### src/rtl/ciphertext_serializer.sv
// ciphertext_serializer
// Captures the full ciphertext once the encryptor reports completion, then
// streams it out MSB-first, one byte per valid/ready transfer. The block is
// one-shot: once every byte has been accepted it stays in DONE until reset.
//
// Ports:
//   iClk           system clock, rising edge
//   iRst           asynchronous active-low reset
//   iCiphertext    ciphertext, sampled only on the load edge
//   iEncrypt_done  encryptor completion level
//   iReady         consumer accepts oByte on this edge
//   oByte          current output byte
//   oValid         oByte holds an unaccepted byte
//   oByte_counter  number of bytes accepted so far
//   oSend_done     every byte accepted (latched until reset)
//
// state | meaning
// IDLE  | waiting for iEncrypt_done, shift register empty
// SEND  | presenting bytes, one per accepted transfer
// DONE  | all bytes accepted, terminal until reset
module ciphertext_serializer #(
  parameter int MSG_SIZE = 512,
  parameter int BYTE_W   = 8,
  localparam int NBYTES  = MSG_SIZE / 8,
  localparam int CW      = $clog2(NBYTES) + 1
) (
  input  logic                iClk,
  input  logic                iRst,
  input  logic [MSG_SIZE-1:0] iCiphertext,
  input  logic                iEncrypt_done,
  input  logic                iReady,
  output logic [BYTE_W-1:0]   oByte,
  output logic                oValid,
  output logic [CW-1:0]       oByte_counter,
  output logic                oSend_done
);

  typedef enum logic [1:0] {
    IDLE = 2'd0,
    SEND = 2'd1,
    DONE = 2'd2
  } state_t;

  state_t              state;
  state_t              next_state;
  logic [MSG_SIZE-1:0] shift_reg;
  logic                load;
  logic                xfer;
  logic                last_byte;

  assign last_byte = (oByte_counter == CW'(NBYTES - 1));

  always_ff @(posedge iClk or negedge iRst) begin
    if (!iRst) begin
      state <= IDLE;
    end else begin
      state <= next_state;
    end
  end

  always_comb begin
    next_state = state;
    load       = 1'b0;
    xfer       = 1'b0;
    oValid     = 1'b0;
    oSend_done = 1'b0;
    case (state)
      IDLE: begin
        if (iEncrypt_done) begin
          load       = 1'b1;
          next_state = SEND;
        end
      end
      SEND: begin
        oValid = 1'b1;
        if (iReady) begin
          xfer = 1'b1;
          if (last_byte) begin
            next_state = DONE;
          end
        end
      end
      DONE: begin
        oSend_done = 1'b1;
      end
      default: begin
        next_state = IDLE;
      end
    endcase
  end

  // The head byte is always the top of the shift register; zero-fill on
  // shifting means the register is empty again once the stream completes.
  always_ff @(posedge iClk or negedge iRst) begin
    if (!iRst) begin
      shift_reg     <= '0;
      oByte_counter <= '0;
    end else if (load) begin
      shift_reg     <= iCiphertext;
    end else if (xfer) begin
      shift_reg     <= {shift_reg[MSG_SIZE-BYTE_W-1:0], {BYTE_W{1'b0}}};
      oByte_counter <= oByte_counter + CW'(1);
    end
  end

  assign oByte = shift_reg[MSG_SIZE-1 -: BYTE_W];

endmodule

### config.mk
export PLATFORM = sky130hd
export DESIGN_NAME = ciphertext_serializer
export DESIGN_NICKNAME = d
export VERILOG_FILES = /design/src/rtl/ciphertext_serializer.sv
export SDC_FILE = /design/constraint.sdc
export NUM_CORES = 1
export LEC_CHECK = 0
export CAP_MARGIN = 0
export CORE_UTILIZATION = 33
export DETAILED_ROUTE_END_ITERATION = 7
export PLACE_DENSITY = 0.69
export SETUP_SLACK_MARGIN = 0.5
export SLEW_MARGIN = 25
export SYNTH_ARGS = -nofsm -noshare
export SYNTH_HDL_FRONTEND = slang
export SYNTH_SLANG_ARGS = --single-unit
### constraint.sdc
create_clock -name iClk -period 2.1 [get_ports iClk]
set_clock_uncertainty 0.05 [all_clocks]
set_input_delay 0.42 -clock iClk [delete_from_list [all_inputs] [get_ports iClk]]
set_output_delay 0.42 -clock iClk [all_outputs]
set_load 0.02 [all_outputs]
# After elaboration in Yosys (flattened, before gate mapping)
# Index checks and enable logic that the tools add are counted.
totals:
  elab_cells: 28
  out_inout_bits: 17
  register_bits: 521
  in_bits: 516
classes:
  eq_ne: 6
  n_reduce_logical: 4
  addsub: 1
  mux: 12
  bitwise: 2
op_table:
  columns: ["operator", "n"]
  rows:
  - ["2-to-1 mux 512 bit", 2]
  - ["adder 7 x 1 -> 7 bit, second input constant", 1]
  - ["== test 7 x 6 -> 1 bit, second input constant", 1]
  - ["2-to-1 mux 1 bit", 6]
  - ["2-to-1 mux 2 bit", 3]
  - ["!= test 2 bit, second input constant", 3]
  - ["case mux 2 bit (3 select lines)", 1]
  - ["AND reduction 4 bit", 1]
  - ["== test 2 x 1 -> 1 bit, second input constant", 1]
  - ["== test 2 bit, second input constant", 1]
  - ["zero test 2 bit", 1]
  - ["inverter 1 bit", 2]
  - ["AND reduction 2 bit", 1]
  - ["nonzero test 2 bit", 1]

# Logic depth before layout (Yosys ltp)
logic_depth:
  ltp_word: 4
  mapped_depth: 7
  depth_no_buf: 4

# Worst setup path after synthesis
# Ideal clock, no wire load.
synth_path:
  path_kind: "reg2reg"
  start: "reg state[0]"
  end: "reg shift_reg[446]"
  path_buffers: 3
  path_stages_with_launch: 7
  t_required_ns: 1.928
  setup_slack_ns: 0.536
  setup_time_ns: 0.122
  arrival_time_ns: 1.392
  synth_period_minus_slack_ns: 1.564
  cell_sequence: "dfrtp_1 -> or3b_1 -> buf_6 -> buf_6 -> buf_2 -> o22ai_1 -> nor2_1"
synth_via:
  elab_chain_len: 3
  elab_cells_between_ends: 6
  classes_between: "eq/ne (1); mux (3); reduce/logical (2)"
synth_rtl:
  columns: ["element", "line", "source"]
  rows:
  - ["start: declaration", "44", "state_t state;"]
  - ["start signal: assignment", "57", "state <= next_state;"]
  - ["== test 2 x 1 -> 1 bit or zero test 2 bit (tied branches)", "67", "case (state)"]
  - ["2-to-1 mux 1 bit", "67", null]
  - ["nonzero test 2 bit (no line) or 2-to-1 mux 512 bit (tied branches)", null, null]
  - ["end signal: assignment", "99", "shift_reg <= iCiphertext;"]
  - ["end signal: assignment", "101", "shift_reg <= {shift_reg[MSG_SIZE-BYTE_W-1:0], {BYTE_W{1'b0}}};"]
  - ["end: declaration", "46", "logic [MSG_SIZE-1:0] shift_reg;"]
# Parallel ways exist; a longest one is shown, timed or not.
# A chain may end at the register's enable or synchronous reset.

# Worst setup path after layout
layout_path:
  start: "reg state[0]"
  end: "reg shift_reg[163]"
# Same word-level chain as after synthesis.

==> summary.md <==
| Metric | Value |
|---|---|
| Status | finished, final reports clean |
| XOR/XNOR share of the synthesized area | less than 1% |
| Max reg flops | 512 |
| Post-synthesis simple-gate area fraction | 20.2% |
| DR iter-0 viols | 2198 |
| Hold Slack | 364 ps |
| Pwr/cell area | roughly 1100 nW/um^2 |
| Total gr overflow | 0 |
| Drt wl/cell | 22.1 um |
| CTS tree | done |
| Finished Layout Cells | about 3800 |
| Final GP Congestion | about 0.86 |
| DR WL met3 | around 5800 um |
| Die area | 69100 um^2 |
| Hold Vio Cnt, Final | 0 |
| Max rail drop VDD | just over 0.6 mV |
| Mux share of post-synthesis cell area | 0% |
| Total CTS buffers | between 50 and 60 |
| Worst slew pin tran | 658 ps |
| Synth Area in Compound Gates | ~14% |
| Critical path data required time | 2530 ps |
| Initial Util | 33.4% |
| Hold WC Path Type | primary input to register |
| DRC | 0 |
| Post-route setup TNS | 0 ps |
| Placed cells | around 3600 |
| Num ports | 533 |
| Wire length on met2 | 41100 um |
| Post-Synth Adder-Cell Area | less than 1% |
| Arrival time at the worst endpoint | between 2000 and 2500 ps |
| Synthesized cell area | about 22000 um^2 |
| Top layer in use | met4 |
| Max cap viols | 0 |
| Initial DRT Pass Iterations | 8 |
| Clock Root Buffer | clkbuf_16 |
| Avg Inst Size Synth | approximately 9.7 um^2 |
| Largest family of logic cells by synthesized area | simple AND/OR/NAND/NOR gates |
| Post-route cell area | between 30000 and 40000 um^2 |
| Nets | 3420 |
| Syn_nets | ~2800 |
| Synthesis-stage register bit count | around 520 |
| Met1 wire length | 35200 um |
| Distinct cell type count after synthesis | 25 |
| Dpl cell area | 29000 um^2 |
| RSZ-0062 raised after global routing | true |
| Number of global-route vias before repair | ~20000 |
| Number of synthesized flops with an enable pin | 0 |
| Share of synthesized registers carrying an async set or reset | 100% |
| Final-layout fill cell count | a little under 6000 |
| WL final | about 85000 um |
| Initial antenna violation count | 8 |
| Post-Route Utilization | 50.4% |
| CTS sink cnt | between 500 and 600 |
| Num rows | between 90 and 100 |
| Area growth from synthesis to layout | 51.0% |
| ANT nets after route | 0 |
| Via/cell ratio | approximately 5.6 |
| Worst-Skew Late Latency | 600 ps |
| Cells after Synth | about 2300 |
| Largest net degree at the start of global routing | around 70 |
| Crit path capture type | register |
| DIE HEIGHT | about 260 um |
| H-tree depth | 2 |
| Sequential-to-total area share from yosys stat | 58.0% |
| Number of port buffers | approximately 530 |
| Max Slew Vio Count | 0 |
| Warnings, synthesis | 0 |
| Final WS setup | around 150 ps |
| Clk pin slew, worst setup/hold paths | approximately 60 ps |
| Clk buf depth | 3 |
| First-pass GRT wire length | 120000 um |
| Final worst path period share | between 90 and 100% |
| Pre-CTS WS | -212 ps |
| CP Launch Type | register |
| Critical path peak fanout | 30 |
| Setup violations, final | 0 |
| Main synth FF type | dfrtp_1 |
| GRT Resource Usage Total | approximately 22% |
| Die W | 263 um |
| Relative slew slack | a little under three fifths |
| Critical path type | register to register |
| Total power | around 36 mW |
| Minimum clock period | between 1500 and 2000 ps |
| Vias | ~21000 |
| Layout cells sized above 1 | ~17% |
| HPWL after DPL | 52300 um |
| Leak | approximately 13 nW |
| Core area | ~67000 um^2 |
| Fmax achieved | 0.513 GHz |
-- per-layer routing --
metal,global-route usage [%],up-vias
met2,35.9,1051
met5,0,-
li1,-,9650
met3,3.20,149
met4,7.13,0
met1,30.1,10594
-- worst max-delay path, cell delays in order (launching register included) --
cell     delay (ps)
dfrtp_2         450
buf_6           150
or3b_4          430
buf_12          190
buf_4           240
o22ai_1         190
nor2_1           60
-- synthesized netlist by cell type (3+ instances only) --
library cell / n / area [um^2]
nor2_1: 506 / 1900
nor3_1: 505 / 2530
o22ai_1: 504 / 3150
buf_6: 70 / 788
buf_4: 13 / 97.6
buf_2: 111 / 556
nand2_1: 6 / 22.5
dfrtp_1: 521 / 13000
xnor2_1: 4 / 35.0
clkbuf_1: 30 / 113
buf_1: 10 / 37.5
a22o_1: 8 / 70.1
nand4_1: 3 / 18.8
-- timing repair --
item / CTS / global route
pin swaps: 3 / 22
buffers inserted: 35 / 16
hold buffers: 1 / 0
resized for setup: 158 / 241
cloned: 14 / 34
hold endpoints to repair: 30 / 0
endpoints found under the setup margin: 532 / 534
-- where the power goes --
group,leakage [nW],switching (mW),internal (mW)
sequential,5.46,2.78,13.8
combinational,6.27,4.63,5.42
clock,0.863,4.13,5.59
-- placed cells by master, fill, tap and decap left out, types with 3 or more instances in the layout --
cell type        synthesis  layout
a22o_1                   8       8
buf_12                   0      49
buf_16                   0      28
buf_4                   13      88
buf_6                   70      50
buf_8                    0      17
bufinv_16                0       3
clkbuf_1                30      11
clkbuf_16                0      85
clkbuf_8                 0       8
clkdlybuf4s50_1          0     514
clkinv_2                 0      11
clkinvlp_4               0       5
dfrtp_1                521     518
dfrtp_2                  0       3
diode_2                  0      10
nand2_1                  6       5
nand4_1                  3       3
nor2_1                 506     506
nor3_1                 505     499
nor3_2                   0       3
nor3_4                   0       3
o22ai_1                504     352
o22ai_2                  0     147
o22ai_4                  0       5
xnor2_1                  4       4
-- cell families after synthesis --
kind of cell               after synthesis
xor gates and xnor gates                 6
and+or+nand+nor                       1030
AOI/OAI and AO/OA                      513
DFF                                    521
adders and majority gates                1
buffers and inverters                  234
-- cell type report --
| cell class | count | area [um^2] | area share (%) |
|---|---|---|---|
| Multi-Input combinational cell | 1550 | 8910 | 26.3 |
| Clock inverter | 20 | 191 | 0.564 |
| Sequential cell | 521 | 13000 | 38.4 |
| Antenna cell | 10 | 25.0 | 0.0738 |
| Clock buffer | 76 | 1580 | 4.65 |
| Timing Repair Buffer | 775 | 9090 | 26.8 |
| Tap cell | 873 | 1090 | 3.22 |
-- final timing paths --
path	start	depth (start not counted)	slack [ps]	end
min in group asynchronous	iRst	2	370	shift_reg[348]
worst max register to register	state[0]	6	150	shift_reg[163]
worst min-delay path	iCiphertext[151]	3	360	shift_reg[151]
worst min register to register	shift_reg[6]	1	450	shift_reg[6]
max in group asynchronous	iRst	3	930	shift_reg[225]
worst max-delay path	state[0]	6	150	shift_reg[163]
Note: power is estimated with default switching activity, not from simulation.
